## config.mk

```make
export PLATFORM = sky130hd
export DESIGN_NAME = barrier_ctrl
export DESIGN_NICKNAME = d
export VERILOG_FILES = /design/src/rtl/barrier_ctrl_pkg.sv /design/src/rtl/barrier_timer.sv /design/src/rtl/barrier_ctrl.sv
export SDC_FILE = /design/constraint.sdc
export NUM_CORES = 1
export LEC_CHECK = 0
export ABC_CLOCK_PERIOD_IN_PS = 6300
export BUFFER_PORTS_ARGS = -buffer_cell sky130_fd_sc_hd__buf_2
export CORE_AREA = 2 2 73 75
export DETAILED_ROUTE_END_ITERATION = 7
export DIE_AREA = 0 0 75 77
export PLACE_DENSITY = 0.7
export SETUP_SLACK_MARGIN = 0.1
export SLEW_MARGIN = 0
export SYNTH_ARGS = -nofsm -noshare
export SYNTH_HDL_FRONTEND = slang
export SYNTH_HIERARCHICAL = 1
export SYNTH_SLANG_ARGS = --single-unit
```

## constraint.sdc

```tcl
create_clock -name clk -period 6.3 [get_ports clk]
set_clock_uncertainty 0.2 [all_clocks]
set_input_delay 0.63 -clock clk [delete_from_list [all_inputs] [get_ports clk]]
set_output_delay 0.63 -clock clk [all_outputs]
set_load 0.05 [all_outputs]
```

## src/rtl/barrier_ctrl_pkg.sv

```systemverilog
// Shared types and default constants for the toll barrier controller.
// The toll datapath reuses DefSpeedLimit and DefWidthSpeed from here.
package barrier_ctrl_pkg;

   typedef enum logic [2:0] {
      StClosed  = 3'd0,
      StOpening = 3'd1,
      StOpen    = 3'd2,
      StClosing = 3'd3,
      StFault   = 3'd4
   } state_e;

   localparam int unsigned DefWidthSpeed = 14;
   localparam int unsigned DefSpeedLimit = 60;
   localparam int unsigned DefWidthTmr   = 20;
   localparam int unsigned DefMotorTmo   = 500000;
   localparam int unsigned DefHoldCyc    = 50000;
   localparam int unsigned DefPassTmo    = 2000000;

endpackage

```

## src/rtl/barrier_timer.sv

```systemverilog
// Saturating cycle counter with synchronous clear/enable and a terminal-compare flag.
module barrier_timer #(
   parameter int unsigned WIDTH = 20
) (
   input  logic        clk_i,
   input  logic        reset_i,
   input  logic        clr_i,
   input  logic        en_i,
   input  logic [31:0] term_i,
   output logic        reached_o
);

   localparam logic [31:0] MaxCnt = (WIDTH >= 32) ? 32'hffff_ffff : ((32'd1 << WIDTH) - 32'd1);

   logic [WIDTH-1:0] cnt_q, cnt_d;
   logic [31:0]      term_eff;

   always_comb begin
      cnt_d = cnt_q;
      if (clr_i) begin
         cnt_d = '0;
      end else if (en_i && (cnt_q != '1)) begin
         cnt_d = cnt_q + WIDTH'(1);
      end
   end

   // A terminal beyond the counter range fires at saturation instead of never.
   assign term_eff  = (term_i > MaxCnt) ? MaxCnt : term_i;
   assign reached_o = (32'(cnt_q) >= term_eff);

   always_ff @(posedge clk_i) begin
      if (reset_i) begin
         cnt_q <= '0;
      end else begin
         cnt_q <= cnt_d;
      end
   end

endmodule

```

## src/rtl/barrier_ctrl.sv

```systemverilog
// Toll barrier FSM: tracks authorised vehicles, drives the motor and detects
// travel timeouts and limit-switch faults.
module barrier_ctrl
   import barrier_ctrl_pkg::*;
#(
   parameter int unsigned WIDTH_SPEED = DefWidthSpeed,
   parameter int unsigned SPEED_LIMIT = DefSpeedLimit,
   parameter int unsigned WIDTH_TMR   = DefWidthTmr,
   parameter int unsigned MOTOR_TMO   = DefMotorTmo,
   parameter int unsigned HOLD_CYC    = DefHoldCyc,
   parameter int unsigned PASS_TMO    = DefPassTmo
) (
   input  logic                   clk,
   input  logic                   reset,
   input  logic                   done,
   input  logic                   en_barrier,
   input  logic [WIDTH_SPEED-1:0] speed,
   input  logic                   sensor3,
   input  logic                   lim_open,
   input  logic                   lim_closed,
   input  logic                   fault_clr,
   output logic                   motor_up,
   output logic                   motor_down,
   output logic                   barrier_open,
   output logic                   reject,
   output logic                   overspeed,
   output logic                   fault,
   output logic [1:0]             pending
);

   state_e      state_q, state_d;
   logic [1:0]  pending_q, pending_d;
   logic        s3_q;
   logic        motor_up_q, motor_down_q, open_q, fault_q, reject_q, over_q;
   logic        spd_ok, live, auth, refuse, pass, restart_open;
   logic        tmr_clr, tmr_en, reached;
   logic [31:0] term;

   assign spd_ok       = (32'(speed) <= SPEED_LIMIT);
   assign live         = (state_q != StFault);
   assign auth         = done & en_barrier & spd_ok & live;
   assign refuse       = done & ~(en_barrier & spd_ok) & live;
   assign pass         = sensor3 & ~s3_q;
   assign restart_open = (state_q == StOpen) & (pass | auth);

   always_comb begin
      term = MOTOR_TMO - 1;
      if (state_q == StOpen) begin
         term = (pending_q == 2'd0) ? (HOLD_CYC - 1) : (PASS_TMO - 1);
      end
   end

   assign tmr_clr = (state_d != state_q) | restart_open;
   assign tmr_en  = (state_q == StOpening) | (state_q == StOpen) | (state_q == StClosing);

   barrier_timer #(
      .WIDTH (WIDTH_TMR)
   ) u_timer (
      .clk_i     (clk),
      .reset_i   (reset),
      .clr_i     (tmr_clr),
      .en_i      (tmr_en),
      .term_i    (term),
      .reached_o (reached)
   );

   always_comb begin
      state_d = state_q;
      if (lim_open && lim_closed) begin
         state_d = StFault;
      end else begin
         case (state_q)
            StClosed:  if ((pending_q != 2'd0) || auth) state_d = StOpening;
            StOpening: begin
               if (lim_open)     state_d = StOpen;
               else if (reached) state_d = StFault;
            end
            StOpen: begin
               if (!restart_open && reached && ((pending_q != 2'd0) || !sensor3)) begin
                  state_d = StClosing;
               end
            end
            StClosing: begin
               if (sensor3 || auth) state_d = StOpening;
               else if (lim_closed) state_d = StClosed;
               else if (reached)    state_d = StFault;
            end
            StFault:   if (fault_clr) state_d = StClosing;
            default:   state_d = StClosed;
         endcase
      end
   end

   // Leaving OPEN abandons any vehicles still counted as pending.
   always_comb begin
      pending_d = pending_q;
      if ((state_q == StFault) || (state_d == StFault) ||
          ((state_q == StOpen) && (state_d == StClosing))) begin
         pending_d = 2'd0;
      end else if (auth && !pass) begin
         if (pending_q != 2'd3) pending_d = pending_q + 2'd1;
      end else if (pass && !auth) begin
         if (pending_q != 2'd0) pending_d = pending_q - 2'd1;
      end
   end

   always_ff @(posedge clk) begin
      if (reset) begin
         state_q      <= StClosed;
         pending_q    <= 2'd0;
         s3_q         <= 1'b0;
         motor_up_q   <= 1'b0;
         motor_down_q <= 1'b0;
         open_q       <= 1'b0;
         fault_q      <= 1'b0;
         reject_q     <= 1'b0;
         over_q       <= 1'b0;
      end else begin
         state_q      <= state_d;
         pending_q    <= pending_d;
         s3_q         <= sensor3;
         motor_up_q   <= (state_d == StOpening);
         motor_down_q <= (state_d == StClosing);
         open_q       <= (state_d == StOpen);
         fault_q      <= (state_d == StFault);
         reject_q     <= refuse;
         over_q       <= done & ~spd_ok & live;
      end
   end

   assign motor_up     = motor_up_q;
   assign motor_down   = motor_down_q;
   assign barrier_open = open_q;
   assign fault        = fault_q;
   assign reject       = reject_q;
   assign overspeed    = over_q;
   assign pending      = pending_q;

endmodule

```

==> flow_summary.json <==
{
  "relSlewSlack_pct": 57.4,
  "dpl-instance-area_sq_mm": 0.00265,
  "yosysTopAreaCell": "dfxtp_1",
  "outcome": "finished, final reports clean",
  "synth-seq-cells": 32,
  "hold_buffers": 0,
  "synth_area_sq_mm": 0.00240,
  "clk_pin_slew_worst_paths_ns": 0.07,
  "ant_nets": 0,
  "synthDominantCellAreaShare_pct": 26.7,
  "gr-usage-all-layers_pct": 20.5,
  "synthTopCellsByArea": "dfxtp_1 (27%), ha_1 (11%), nor2_1 (5.9%), a21oi_1 (5.8%), nand2_1 (5.0%)",
  "fin_setup_tns_ns": 0,
  "grt_pass1_vias": 1949,
  "synth_most_common_cell": "nor2_1",
  "arrival_ns": 5.65,
  "busiest_layer": "met1",
  "worstPathMaxFanout": 20,
  "post_cts_buffers": 0,
  "grt_use_met3_pct": 3.68,
  "core_sq_mm": 0.00498,
  "antenna_found_initial": 0,
  "first_iter_violations": 119,
  "cts_inserted_buffers": 5,
  "routedWlPerCell_microns": 13.5,
  "route.detailed.drc": 0,
  "die_w_microns": 75,
  "yosysWarnings": 6,
  "ys_seq_area_share_pct": 26.7,
  "cts_root_buf": "clkbuf_8",
  "cts_tree": "yes",
  "drv_slew": 0,
  "gp_congestion": 0.985,
  "path_class": "reg -> reg",
  "p_per_area_mw_per_mm2": 159,
  "areaGrowthSynthToFinish_pct": 14.8,
  "grt_overflow_total": 0,
  "die_y_microns": 77,
  "rows": 26,
  "rsz0062_at_grt": "false",
  "grt_max_degree": 21,
  "drive_above_1_share_pct": 14.4,
  "p_leak_nw": 1.13,
  "io_pins": 30,
  "vias_per_cell": 5.67,
  "insertion_delay_ns": 0.28,
  "n_antenna_cell": 0,
  "synthCells": 309,
  "synth_ff_type": "dfxtp_1",
  "synth-async-reset-ratio_pct": 0,
  "num-nets-final": 396,
  "fin_crit_ns": 5.63,
  "tightest_slew_ns": 0.637,
  "cts.path.max_buffers": 2,
  "clock.fmax_ghz": 0.178,
  "layout_setup_ws_ns": 0.669,
  "syn_avg_cell_area_sq_um": 7.76,
  "place_hpwl_microns": 4480,
  "use_met2_pct": 28.6,
  "yosys-top-cells-count": "nor2_1 (38), dfxtp_1 (32), nand2_1 (32)",
  "hold_class": "reg -> reg",
  "vias": 2403,
  "cp-end-kind": "flip-flop",
  "grtUsageMet1_pct": 31.3,
  "dp_slack_ns": 0.528,
  "start_util_pct": 48.2,
  "fp.dieArea_sq_mm": 0.00578,
  "synth_edf_count": 0,
  "wl_microns": 5720,
  "io_buffers": 29,
  "cp-start-kind": "flip-flop",
  "grt_pass1_wl_microns": 9240,
  "fin_area_sq_mm": 0.00275,
  "peakVddDrop_mv": 0.132,
  "holdWs_ns": 0.318,
  "fillCellCount": 475,
  "worstPathRequired_ns": 6.32,
  "htree_levels": 2,
  "yosysUniqueCellTypes": 59,
  "hold_viol": 0,
  "dr.pass1.iters": 4,
  "clkSinkCount": 32,
  "post_cts_resized": 0,
  "setup_viol": 0,
  "min_period_over_period_pct": 89.4,
  "maxCapViolations": 0
}
-- cells by family (layout without fill, tap and decap cells) --
logic type / Yosys count / after routing / synth area share (%)
compound gates: 79 / 79 / 22.2
xor+xnor: 3 / 3 / 1.10
fa+ha+maj: 21 / 21 / 11.0
buf+inv: 18 / 46 / 3.23
flops: 32 / 32 / 26.7
mux: 6 / 6 / 2.50
other cells: 2 / 19 / 0.313
simple gates: 148 / 148 / 33.0
-- per-stage QoR --
stage	cells	power [mW]	util [%]
CTS	424	0.442	55.2
detailed placement	416	0.275	53.3
floorplan	326	0.258	-
finish	424	0.437	55.3
global route	424	0.461	55.3
global placement	416	0.274	53.3
-- layout by cell type (no fill, tap or decap), drive strengths merged, types with 2 or more instances in the layout --
| master | instances |
|---|---|
| a41oi | 2 |
| xor2 | 2 |
| clkbuf | 7 |
| mux2i | 6 |
| nor4 | 8 |
| nor2 | 39 |
| or2 | 3 |
| dfxtp | 32 |
| nand3 | 11 |
| o311ai | 4 |
| conb | 19 |
| inv | 9 |
| o311a | 2 |
| nor3 | 9 |
| o21ai | 15 |
| buf | 29 |
| nand2 | 32 |
| ha | 21 |
| or3 | 11 |
| o31ai | 3 |
| and4 | 5 |
| nand4 | 9 |
| o211ai | 2 |
| a211oi | 6 |
| or4 | 4 |
| nand2b | 7 |
| nor2b | 3 |
| a21oi | 29 |
| o21a | 5 |
-- critical path, cell delays in order, from the launching register on --
cell and delay (ns):
dfxtp_1 0.57, or3b_1 0.51, nor2_1 0.30, nor4_1 0.10
nand3_2 0.30, nor2_1 0.08, ha_1 0.32, nand4_1 0.14
nor3_1 0.28, o311ai_0 0.20, a32oi_1 0.39, nor2_1 0.09
o22ai_1 0.16, o21ai_0 0.15, o311ai_2 0.43, o21ai_0 0.26
or2_2 0.48, or4_1 0.53, o21ai_1 0.08
-- metal layers --
layer,up-vias,share of wire [%]
met5,-,0
met4,0,1.7
met3,8,5.4
met2,62,46
met1,1107,47
li1,1226,-
-- sequential cells by signal (all words and copies together), names as in the netlist --
register       flops
u_timer/cnt_q     20
state_q            3
pending            2
barrier_open       1
fault              1
motor_down         1
motor_up           1
overspeed          1
reject             1
s3_q               1
-- cell type report --
cell class | instances | area, sq um | area share (%)
timing repair buffer | 29 | 145 | 5.27
inverter | 9 | 33.8 | 1.23
clock inverter | 1 | 7.51 | 0.273
multi-input combinational | 276 | 1750 | 63.6
tap | 70 | 87.6 | 3.18
sequential | 32 | 641 | 23.3
clock buffer | 7 | 86.3 | 3.14
-- path summary, 6_finish.rpt --
path	from	endpoint	slack (ns)	cells past startpoint
setup / recovery	state_q[1]$_SDFF_PP0_	u_timer/cnt_q[7]$_SDFFE_PP0P_	0.67	18
hold / removal	u_timer/cnt_q[7]$_SDFFE_PP0P_	u_timer/cnt_q[7]$_SDFFE_PP0P_	0.32	2
setup reg to reg	state_q[1]$_SDFF_PP0_	u_timer/cnt_q[7]$_SDFFE_PP0P_	0.67	18
hold reg to reg	u_timer/cnt_q[7]$_SDFFE_PP0P_	u_timer/cnt_q[7]$_SDFFE_PP0P_	0.32	2
-- where the power goes --
group / internal, mW / switching, mW
logic: 0.0206 / 0.0397
clock network: 0.0888 / 0.0763
registers: 0.206 / 0.00508
No activity file was read; power rests on OpenSTA's default activity.
